File: src/rtl/sram_port_arbiter_pkg.sv
// Shared display-subsystem definitions: RAM geometry, read-return tags and
// fill engine states.
package sram_port_arbiter_pkg;

    localparam int RAM_DATA_WIDTH = 8;
    localparam int RAM_ADDR_WIDTH = 16;
    localparam int RAM_SIZE       = 65536;

    // Which client owns the data coming back from the RAM this cycle
    typedef enum logic [1:0] {
        TAG_NONE = 2'd0,
        TAG_VID  = 2'd1,
        TAG_GM   = 2'd2
    } rd_tag_e;

    typedef enum logic [1:0] {
        FILL_IDLE = 2'd0,
        FILL_RUN  = 2'd1,
        FILL_DONE = 2'd2
    } fill_state_e;

endpackage

File: src/rtl/sram_port_arbiter_if.sv
// Client-side bus of the sprite RAM arbiter: video fetcher, game logic and
// fill control. master = client side, slave = arbiter side.
interface sram_port_arbiter_if
    import sram_port_arbiter_pkg::*;
#(
    parameter int DATA_WIDTH = RAM_DATA_WIDTH,
    parameter int ADDR_WIDTH = RAM_ADDR_WIDTH
);
    logic                  vid_req;
    logic [ADDR_WIDTH-1:0] vid_addr;
    logic                  vid_rvalid;
    logic [DATA_WIDTH-1:0] vid_rdata;
    logic                  vid_miss;

    logic                  gm_req;
    logic                  gm_we;
    logic [ADDR_WIDTH-1:0] gm_addr;
    logic [DATA_WIDTH-1:0] gm_wdata;
    logic                  gm_gnt;
    logic                  gm_rvalid;
    logic [DATA_WIDTH-1:0] gm_rdata;

    logic                  fill_start;
    logic [ADDR_WIDTH-1:0] fill_base;
    logic [ADDR_WIDTH:0]   fill_len;
    logic [DATA_WIDTH-1:0] fill_value;
    logic                  fill_busy;
    logic                  fill_done;

    modport master (
        output vid_req, vid_addr,
        input  vid_rvalid, vid_rdata, vid_miss,
        output gm_req, gm_we, gm_addr, gm_wdata,
        input  gm_gnt, gm_rvalid, gm_rdata,
        output fill_start, fill_base, fill_len, fill_value,
        input  fill_busy, fill_done
    );

    modport slave (
        input  vid_req, vid_addr,
        output vid_rvalid, vid_rdata, vid_miss,
        input  gm_req, gm_we, gm_addr, gm_wdata,
        output gm_gnt, gm_rvalid, gm_rdata,
        input  fill_start, fill_base, fill_len, fill_value,
        output fill_busy, fill_done
    );

endinterface

File: src/rtl/sram_port_arbiter_fill.sv
// Fill engine: writes one value over an address range, one word per granted
// cycle, stalling whenever the arbiter gives the port to another client.
//
//   state     | meaning
//   ----------+-----------------------------------------------------------
//   FILL_IDLE | waiting for fill_start; parameters latched on start
//   FILL_RUN  | requesting the port; one write per fill_ack
//   FILL_DONE | one-cycle fill_done pulse, then back to idle
module sram_fill_engine
    import sram_port_arbiter_pkg::*;
#(
    parameter int DATA_WIDTH = RAM_DATA_WIDTH,
    parameter int ADDR_WIDTH = RAM_ADDR_WIDTH
) (
    input  logic                  clk,
    input  logic                  reset,
    input  logic                  fill_start,
    input  logic [ADDR_WIDTH-1:0] fill_base,
    input  logic [ADDR_WIDTH:0]   fill_len,
    input  logic [DATA_WIDTH-1:0] fill_value,
    input  logic                  fill_ack,
    output logic                  fill_req,
    output logic [ADDR_WIDTH-1:0] fill_addr,
    output logic [DATA_WIDTH-1:0] fill_wdata,
    output logic                  fill_busy,
    output logic                  fill_done
);

    fill_state_e           state;
    logic [ADDR_WIDTH:0]   remaining;

    assign fill_req = fill_busy;

    // Fill sequencing: latch on start, count remaining words down per ack
    always_ff @(posedge clk or posedge reset) begin
        if (reset) begin
            state      <= FILL_IDLE;
            remaining  <= '0;
            fill_addr  <= '0;
            fill_wdata <= '0;
            fill_busy  <= 1'b0;
            fill_done  <= 1'b0;
        end else begin
            unique case (state)
                FILL_IDLE: begin
                    fill_done <= 1'b0;
                    if (fill_start) begin
                        fill_addr  <= fill_base;
                        remaining  <= fill_len;
                        fill_wdata <= fill_value;
                        if (fill_len == '0) begin
                            state     <= FILL_DONE;
                            fill_done <= 1'b1;
                        end else begin
                            state     <= FILL_RUN;
                            fill_busy <= 1'b1;
                        end
                    end
                end
                FILL_RUN: begin
                    if (fill_ack) begin
                        fill_addr <= fill_addr + ADDR_WIDTH'(1);
                        remaining <= remaining - (ADDR_WIDTH+1)'(1);
                        if (remaining == (ADDR_WIDTH+1)'(1)) begin
                            state     <= FILL_DONE;
                            fill_busy <= 1'b0;
                            fill_done <= 1'b1;
                        end
                    end
                end
                FILL_DONE: begin
                    fill_done <= 1'b0;
                    state     <= FILL_IDLE;
                end
                default: begin
                    state     <= FILL_IDLE;
                    fill_busy <= 1'b0;
                    fill_done <= 1'b0;
                end
            endcase
        end
    end

endmodule

File: src/rtl/sram_port_arbiter.sv
// Single-port sprite RAM arbiter: video > game > fill, with a starvation
// guard that lets a long-waiting game request jump ahead of video. Read data
// is steered back to the requester one cycle later by a registered tag.
module sram_port_arbiter
    import sram_port_arbiter_pkg::*;
#(
    parameter int DATA_WIDTH   = RAM_DATA_WIDTH,
    parameter int ADDR_WIDTH   = RAM_ADDR_WIDTH,
    parameter int STARVE_LIMIT = 8
) (
    input  logic                  clk,
    input  logic                  reset,
    sram_port_arbiter_if.slave    bus,
    output logic                  ram_en,
    output logic                  ram_we,
    output logic [ADDR_WIDTH-1:0] ram_addr,
    output logic [DATA_WIDTH-1:0] ram_wdata,
    input  logic [DATA_WIDTH-1:0] ram_rdata
);

    localparam int SW = (STARVE_LIMIT > 0) ? $clog2(STARVE_LIMIT + 1) : 1;

    rd_tag_e               rd_tag;
    logic [SW-1:0]         starve_cnt;
    logic                  starve_hit;
    logic                  vid_win;
    logic                  gm_win;
    logic                  fill_req;
    logic                  fill_ack;
    logic [ADDR_WIDTH-1:0] fill_addr;
    logic [DATA_WIDTH-1:0] fill_wdata;

    sram_fill_engine #(
        .DATA_WIDTH (DATA_WIDTH),
        .ADDR_WIDTH (ADDR_WIDTH)
    ) u_fill (
        .clk        (clk),
        .reset      (reset),
        .fill_start (bus.fill_start),
        .fill_base  (bus.fill_base),
        .fill_len   (bus.fill_len),
        .fill_value (bus.fill_value),
        .fill_ack   (fill_ack),
        .fill_req   (fill_req),
        .fill_addr  (fill_addr),
        .fill_wdata (fill_wdata),
        .fill_busy  (bus.fill_busy),
        .fill_done  (bus.fill_done)
    );

    // Pick this cycle's winner and drive the RAM port from it
    always_comb begin
        starve_hit = (STARVE_LIMIT != 0) && (starve_cnt == SW'(STARVE_LIMIT)) && bus.gm_req;
        vid_win    = bus.vid_req && !starve_hit;
        gm_win     = bus.gm_req && !vid_win;
        fill_ack   = fill_req && !vid_win && !gm_win;
        ram_en     = 1'b0;
        ram_we     = 1'b0;
        ram_addr   = '0;
        ram_wdata  = '0;
        if (vid_win) begin
            ram_en   = 1'b1;
            ram_addr = bus.vid_addr;
        end else if (gm_win) begin
            ram_en    = 1'b1;
            ram_we    = bus.gm_we;
            ram_addr  = bus.gm_addr;
            ram_wdata = bus.gm_wdata;
        end else if (fill_ack) begin
            ram_en    = 1'b1;
            ram_we    = 1'b1;
            ram_addr  = fill_addr;
            ram_wdata = fill_wdata;
        end
    end

    assign bus.gm_gnt     = gm_win;
    assign bus.vid_miss   = bus.vid_req && !vid_win;
    assign bus.vid_rvalid = (rd_tag == TAG_VID);
    assign bus.gm_rvalid  = (rd_tag == TAG_GM);
    assign bus.vid_rdata  = ram_rdata;
    assign bus.gm_rdata   = ram_rdata;

    // Remember who issued this cycle's read so next cycle's data goes to them
    always_ff @(posedge clk or posedge reset) begin
        if (reset) begin
            rd_tag <= TAG_NONE;
        end else if (vid_win) begin
            rd_tag <= TAG_VID;
        end else if (gm_win && !bus.gm_we) begin
            rd_tag <= TAG_GM;
        end else begin
            rd_tag <= TAG_NONE;
        end
    end

    // Count consecutive denied game cycles, saturating at the limit
    always_ff @(posedge clk or posedge reset) begin
        if (reset) begin
            starve_cnt <= '0;
        end else if (!bus.gm_req || gm_win) begin
            starve_cnt <= '0;
        end else if (starve_cnt != SW'(STARVE_LIMIT)) begin
            starve_cnt <= starve_cnt + SW'(1);
        end
    end

endmodule

File: src/flat_wrapper.sv
// flat-port wrapper written by rule: the top's interface ports become plain ports
module sram_port_arbiter_flat import sram_port_arbiter_pkg::*;
#(
    parameter int DATA_WIDTH   = RAM_DATA_WIDTH,
    parameter int ADDR_WIDTH   = RAM_ADDR_WIDTH,
    parameter int STARVE_LIMIT = 8
)
  (clk, reset, ram_en, ram_we, ram_addr, ram_wdata, ram_rdata, bus_vid_req, bus_vid_addr, bus_vid_rvalid, bus_vid_rdata, bus_vid_miss, bus_gm_req, bus_gm_we, bus_gm_addr, bus_gm_wdata, bus_gm_gnt, bus_gm_rvalid, bus_gm_rdata, bus_fill_start, bus_fill_base, bus_fill_len, bus_fill_value, bus_fill_busy, bus_fill_done);
  sram_port_arbiter_if #(.DATA_WIDTH(DATA_WIDTH), .ADDR_WIDTH(ADDR_WIDTH)) bus_i ();
  input  logic clk;
  input  logic reset;
  output logic ram_en;
  output logic ram_we;
  output logic [ADDR_WIDTH-1:0] ram_addr;
  output logic [DATA_WIDTH-1:0] ram_wdata;
  input  logic [DATA_WIDTH-1:0] ram_rdata;
  input wire logic [$bits(bus_i.vid_req)-1:0] bus_vid_req;
  input wire logic [$bits(bus_i.vid_addr)-1:0] bus_vid_addr;
  output wire logic [$bits(bus_i.vid_rvalid)-1:0] bus_vid_rvalid;
  output wire logic [$bits(bus_i.vid_rdata)-1:0] bus_vid_rdata;
  output wire logic [$bits(bus_i.vid_miss)-1:0] bus_vid_miss;
  input wire logic [$bits(bus_i.gm_req)-1:0] bus_gm_req;
  input wire logic [$bits(bus_i.gm_we)-1:0] bus_gm_we;
  input wire logic [$bits(bus_i.gm_addr)-1:0] bus_gm_addr;
  input wire logic [$bits(bus_i.gm_wdata)-1:0] bus_gm_wdata;
  output wire logic [$bits(bus_i.gm_gnt)-1:0] bus_gm_gnt;
  output wire logic [$bits(bus_i.gm_rvalid)-1:0] bus_gm_rvalid;
  output wire logic [$bits(bus_i.gm_rdata)-1:0] bus_gm_rdata;
  input wire logic [$bits(bus_i.fill_start)-1:0] bus_fill_start;
  input wire logic [$bits(bus_i.fill_base)-1:0] bus_fill_base;
  input wire logic [$bits(bus_i.fill_len)-1:0] bus_fill_len;
  input wire logic [$bits(bus_i.fill_value)-1:0] bus_fill_value;
  output wire logic [$bits(bus_i.fill_busy)-1:0] bus_fill_busy;
  output wire logic [$bits(bus_i.fill_done)-1:0] bus_fill_done;
  assign bus_i.vid_req = bus_vid_req;
  assign bus_i.vid_addr = bus_vid_addr;
  assign bus_vid_rvalid = bus_i.vid_rvalid;
  assign bus_vid_rdata = bus_i.vid_rdata;
  assign bus_vid_miss = bus_i.vid_miss;
  assign bus_i.gm_req = bus_gm_req;
  assign bus_i.gm_we = bus_gm_we;
  assign bus_i.gm_addr = bus_gm_addr;
  assign bus_i.gm_wdata = bus_gm_wdata;
  assign bus_gm_gnt = bus_i.gm_gnt;
  assign bus_gm_rvalid = bus_i.gm_rvalid;
  assign bus_gm_rdata = bus_i.gm_rdata;
  assign bus_i.fill_start = bus_fill_start;
  assign bus_i.fill_base = bus_fill_base;
  assign bus_i.fill_len = bus_fill_len;
  assign bus_i.fill_value = bus_fill_value;
  assign bus_fill_busy = bus_i.fill_busy;
  assign bus_fill_done = bus_i.fill_done;
  sram_port_arbiter #(.DATA_WIDTH(DATA_WIDTH), .ADDR_WIDTH(ADDR_WIDTH), .STARVE_LIMIT(STARVE_LIMIT)) u_core (.clk(clk), .reset(reset), .bus(bus_i), .ram_en(ram_en), .ram_we(ram_we), .ram_addr(ram_addr), .ram_wdata(ram_wdata), .ram_rdata(ram_rdata));
endmodule
File: config.mk
export PLATFORM = sky130hd
export DESIGN_NAME = sram_port_arbiter_flat
export DESIGN_NICKNAME = d
export VERILOG_FILES = /design/src/rtl/sram_port_arbiter_pkg.sv /design/src/rtl/sram_port_arbiter_if.sv /design/src/rtl/sram_port_arbiter_fill.sv /design/src/rtl/sram_port_arbiter.sv /design/src/flat_wrapper.sv
export SDC_FILE = /design/constraint.sdc
export NUM_CORES = 1
export LEC_CHECK = 0
export CORE_ASPECT_RATIO = 2
export CORE_UTILIZATION = 45
export CTS_BUF_LIST = sky130_fd_sc_hd__clkbuf_16
export DETAILED_ROUTE_END_ITERATION = 8
export DONT_BUFFER_PORTS = 1
export GPL_ROUTABILITY_DRIVEN = 0
export SLEW_MARGIN = 10
export SYNTH_ARGS = -nofsm -noshare
export SYNTH_HDL_FRONTEND = slang
export SYNTH_SLANG_ARGS = --single-unit
export TNS_END_PERCENT = 5
File: constraint.sdc
create_clock -name clk -period 2.6 [get_ports clk]
set_input_delay 0.52 -clock clk [delete_from_list [all_inputs] [get_ports clk]]
set_output_delay 0.52 -clock clk [all_outputs]
set_load 0.005 [all_outputs]
== After elaboration in Yosys (flattened, before gate mapping) ==
Cells that the tools add are included.
Operators by class
  $add $sub $neg: 3
  equality and inequality tests: 11
  muxes and demuxes: 36
  bitwise gates (word level): 1
  reduce and logical (&&, ||, !) cells: 22
Operator list (number)
  two-way mux 16 bit: 5
  two-way mux 17 bit: 2
  case mux 17 bit (2 select lines): 1
  case mux 16 bit (2 select lines): 1
  two-way mux 8 bit: 3
  equality test 17 x 1 -> 1 bit (second input constant): 1
  logical NOT 17 bit: 1
  subtractor 17 x 1 -> 17 bit (second input constant): 1
  adder 16 x 1 -> 16 bit (second input constant): 1
  two-way mux 1 bit: 13
  two-way mux 2 bit: 6
  two-way mux 4 bit: 2
  logical AND 1 bit: 7
  != test 2 bit (second input constant): 3
  AND reduction 3 bit: 2
  logical NOT 1 bit: 5
  AND reduction 5 bit: 1
  adder 4 x 1 -> 4 bit (second input constant): 1
  equality test 2 x 1 -> 1 bit (second input constant): 2
  equality test 2 bit (second input constant): 2
  equality test 4 bit (second input constant): 1
  != test 4 bit (second input constant): 1
  case mux 2 bit (2 select lines): 1
  AND reduction 2 bit: 2
  other kinds (7): 8
Word-level totals
  bits in registers: 51
  input bits: 95
  output and inout bits: 48
  word-level logic and storage cells: 81

== Longest topological paths before layout ==
  depth in word-level cells: 11
  gate-level depth with buffers: 9

== Cells and area by module ==
From an unflattened synthesis, not the netlist that was laid out.
Second synthesis, totals
  cells, all modules: 415
  area, all modules: 3686.0 um^2
Modules (own cells, without submodules)
  sram_fill_engine: times used 1, cells an instance 310, area each 2751.4 um^2
  sram_port_arbiter: times used 1, cells an instance 105, area each 934.6 um^2

== Worst setup path after synthesis ==
Ideal clock, no wire load.
  path type: input to output
  start: input bus_gm_req
  end: output ram_addr[10]
  arrival time: 1.742 ns
  required time: 2.080 ns
  path slack: 0.338 ns
  stages on the path: 8
  path buffers: 3
  path through: clkbuf_1 -> nand4b_1 -> nand2_1 -> inv_1 -> clkbuf_1 -> buf_1 -> nand2_1 -> o21ai_0
On the way
  cells in the longest elaborated chain, start to end: 10
Ends and longest elaborated chain
  from (decl): RTL line flat_wrapper.sv:22  | input wire logic [$bits(bus_i.gm_req)-1:0] bus_gm_req;
  logical AND 1 bit *: RTL line sram_port_arbiter.sv:53  | starve_hit = (STARVE_LIMIT != 0) && (starve_cnt == SW'(STARVE_LIMIT)) && bus.gm_req;
  logical NOT 1 bit *: RTL line sram_port_arbiter.sv:54  | vid_win = bus.vid_req && !starve_hit;
  logical AND 1 bit *: RTL line sram_port_arbiter.sv:54
  net u_core.vid_win: RTL line sram_port_arbiter.sv:26  | logic vid_win;
  logical NOT 1 bit: RTL line sram_port_arbiter.sv:55, sram_port_arbiter.sv:56
  logical AND 1 bit: RTL line sram_port_arbiter.sv:55  | gm_win = bus.gm_req && !vid_win;
  logical NOT 1 bit: RTL line sram_port_arbiter.sv:56  | fill_ack = fill_req && !vid_win && !gm_win;
  logical AND 1 bit: RTL line sram_port_arbiter.sv:56
  two-way mux 16 bit: RTL line sram_port_arbiter.sv:69  | end else if (fill_ack) begin
  two-way mux 16 bit: RTL line sram_port_arbiter.sv:64  | end else if (gm_win) begin
  two-way mux 16 bit *: RTL line sram_port_arbiter.sv:61  | if (vid_win) begin
  to (decl): RTL line flat_wrapper.sv:14  | output logic [ADDR_WIDTH-1:0] ram_addr;
The timed path passes the listed nets; every way through them passes the cells marked *.

== Worst setup path in the final report ==
  start: register u_core.u_fill.fill_busy
  end: output ram_addr[2]
On the way
  cells in the longest elaborated chain, start to end: 5
Ends and longest elaborated chain
  from (decl): RTL line sram_port_arbiter_fill.sv:25  | output logic fill_busy,
  from (signal assigned): RTL line sram_port_arbiter_fill.sv:41  | fill_busy <= 1'b0;
  from (signal assigned): RTL line sram_port_arbiter_fill.sv:56  | fill_busy <= 1'b1;
  from (signal assigned): RTL line sram_port_arbiter_fill.sv:66  | fill_busy <= 1'b0;
  logical AND 1 bit (2 in a row): RTL line sram_port_arbiter.sv:56
  two-way mux 16 bit: RTL line sram_port_arbiter.sv:69
  two-way mux 16 bit: RTL line sram_port_arbiter.sv:64
  two-way mux 16 bit: RTL line sram_port_arbiter.sv:61
Every way passes these cells.

==> impl_metrics.json <==
{
  "cts_setup_buffers": 0,
  "syn_avg_cell_area_um2": 8.11,
  "nFillCells": 778,
  "p_sw_mw": 0.814,
  "num_vias": 3267,
  "cts_tree": "built",
  "fmax_mhz": 413,
  "drv_slew": 0,
  "ios": 143,
  "power_density_nw_per_um2": 648,
  "power_frac_clock": 0.318,
  "die_h_um": 127,
  "syn_inst": 433,
  "yosys_warnings": 0,
  "slew_headroom": 0.519,
  "dieArea_um2": 8180,
  "path_max_fanout": 11,
  "rows": 45,
  "power.total_mw": 2.42,
  "antenna_found_initial": 0,
  "finalNonFillerCells": 507,
  "worstPathArrival_ns": 1.90,
  "clockBufferDepth": 2,
  "grt_pass1_vias": 3012,
  "die_x_um": 64.5,
  "p_sw_frac": 0.337,
  "multiInputGateArea_um2": 1970,
  "track_usage": 0.244,
  "final_common_cell": "dfrtp_1",
  "post-place-cells": 498,
  "overflow": 0,
  "ys_ff_latch": 51,
  "async_reset_ff_frac": 1.00,
  "yosysSeqAreaShare": 0.363,
  "clk_latency_ns": 0.30,
  "synth_ff_type": "dfrtp_1",
  "syn2layout_area_growth_pct": 6.09,
  "most-common-layout-cells": "dfrtp_1, nor2_1, nand2_1",
  "cp-end-kind": "output port",
  "grt_pass1_wl_um": 15200,
  "root_buffer": "clkbuf_16",
  "antenna_left": 0,
  "path_clk_slew_ns": 0.07,
  "rsz0062_at_grt": "no",
  "status": "finished, final reports clean",
  "place_ws_ns": 0.409,
  "min_period_ns": 2.42,
  "nets": 512,
  "seqCellArea_um2": 1280,
  "synth_nets": 533,
  "hp-class": "input port to async pin",
  "combinationalPowerShare": 0.218,
  "clock-sinks": 51,
  "grt_max_degree": 36,
  "worst_slack_ns": 0.181,
  "fin_skew_ns": 0.00816,
  "drt-pass1-iter-count": 4,
  "placement.io_buffers": 0,
  "drc": 0,
  "core-area_um2": 7540,
  "max-vdd-ir-drop_mv": 0.704,
  "synth_area_um2": 3510,
  "drive_above_1_share": 0.116,
  "p_leak_nw": 1.48,
  "avgViaCountPerCell": 6.44,
  "h-tree-depth": 2,
  "cts_buffers": 5,
  "timing_worst_setup_path_type": "flip-flop to output port",
  "period_share": 0.930,
  "routedWlPerCell_um": 19.5,
  "dp_hpwl_um": 7520,
  "wirelength_um": 9890,
  "start_util": 0.466,
  "yosys.cell_types.count": 58,
  "drt_iter0_markers": 193,
  "diodes": 0,
  "cp.required_ns": 2.08,
  "synth_edf_count": 0,
  "maxCapViolCount": 0,
  "worst_pin_slew_ns": 0.719,
  "setup_violations": 0,
  "seq_power_share": 0.463,
  "timing.setup.tns_ns": 0,
  "start_kind": "flip-flop",
  "hold_viol_final": 0,
  "intPower_mw": 1.60
}
==> final cells by class <==
type | count | area share
clock buffer | 5 | 0.0336
clock inverter | 3 | 0.0118
inverter | 16 | 0.0171
multi-input combinational | 323 | 0.530
sequential | 51 | 0.343
tap | 94 | 0.0316
timing repair buffer | 14 | 0.0316
timing repair inverter | 1 | 0.00201
==> what timing repair did <==
item                                    in CTS  in global routing
resized for setup                            0                  4
endpoints found under the setup margin       0                 16
hold buffers                                 0                  0
==> layer usage <==
metal	wire [um]	GRT usage	vias to the layer above	part of all wire
li1	-	-	1558	-
met1	3580	0.264	1567	0.36
met2	5500	0.450	118	0.56
met3	504	0.0387	24	0.051
met4	298	0.112	0	0.030
met5	0	0	-	0
==> synth_stat cells, types with 3 or more instances <==
library cell | count | area, um^2
ha_1 | 5 | 62.6
inv_1 | 16 | 60.1
mux2_2 | 8 | 90.1
o22ai_1 | 9 | 56.3
dfrtp_1 | 51 | 1280
a31o_2 | 3 | 26.3
a31oi_1 | 3 | 18.8
nand4_1 | 6 | 37.5
and3_1 | 3 | 18.8
buf_4 | 16 | 120
clkbuf_1 | 22 | 82.6
nand2_1 | 44 | 165
a22oi_1 | 7 | 52.6
nor2_1 | 44 | 165
a221oi_1 | 7 | 61.3
o21ai_0 | 28 | 140
o2bb2ai_1 | 4 | 35.0
nor4_1 | 10 | 62.6
o211ai_1 | 4 | 30.0
nor3_1 | 11 | 55.1
buf_1 | 4 | 15.0
and4_1 | 3 | 26.3
o31ai_1 | 5 | 37.5
nand3_1 | 15 | 75.1
nor3b_1 | 3 | 22.5
a2bb2oi_1 | 4 | 35.0
a21oi_1 | 42 | 210
or4_1 | 3 | 22.5
or3b_2 | 3 | 26.3
nor2b_1 | 6 | 37.5
a22o_1 | 9 | 78.8
==> logic make-up (layout without fill, tap and decap cells) <==
kind of cell / Yosys count / count (layout) / share of synthesized area
AOI/OAI and AO/OA: 141 / 141 / 0.264
xor gates and xnor gates: 2 / 2 / 0.00499
adders and majority gates: 5 / 5 / 0.0178
buffers and inverters: 59 / 39 / 0.0805
DFF: 51 / 51 / 0.363
muxes: 10 / 10 / 0.0314
and+or+nand+nor: 165 / 165 / 0.238
==> critical path: stages, from the launching register on <==
cell      delay (ns)
dfrtp_1         0.36
buf_4           0.20
inv_1           0.13
nor2_1          0.57
a221oi_1        0.18
nor2_1          0.17
==> final timing paths <==
| path | start | endpoint | slack, ns | cells past startpoint |
|---|---|---|---|---|
| max reg2reg | u_core.u_fill.remaining[1] | u_core.u_fill.remaining[10] | 0.38 | 6 |
| min | reset | u_core.starve_cnt[2] | 0.14 | 1 |
| min in group clk | bus_gm_we | u_core.rd_tag[1] | 0.28 | 1 |
| max in group asynchronous | reset | u_core.u_fill.remaining[9] | 1.91 | 2 |
| min reg2reg | u_core.starve_cnt[0] | u_core.starve_cnt[0] | 0.49 | 1 |
| max | u_core.u_fill.fill_busy | ram_addr[2] | 0.18 | 5 |
==> power by group through the flow <==
stage | Sequential (mW) | Clock, mW | Combinational, mW
global route | 1.14 | 0.806 | 0.595
floorplan | 1.05 | 0 | 0.442
global placement | 1.12 | 0 | 0.516
detailed placement | 1.12 | 0 | 0.523
CTS | 1.11 | 0.786 | 0.523
finish | 1.12 | 0.769 | 0.528
==> sequential cells by signal, indices dropped and copies added (netlist names) <==
name / count
u_core.starve_cnt: 4
u_core.u_fill.fill_done: 1
u_core.u_fill.state: 2
u_core.u_fill.fill_busy: 1
u_core.u_fill.fill_addr: 16
u_core.u_fill.fill_wdata: 8
u_core.u_fill.remaining: 17
u_core.rd_tag: 2
==> metrics by stage <==
step	hold slack, ns	cell area [um^2]	util
final	0.140	3730	0.494
after CTS	0.154	3710	0.491
after global placement	0.467	3540	0.469
after detailed placement	0.474	3540	0.469
after global routing	0.174	3730	0.494
after floorplan	0.452	3510	-
Note: power is estimated with default switching activity, not from simulation.
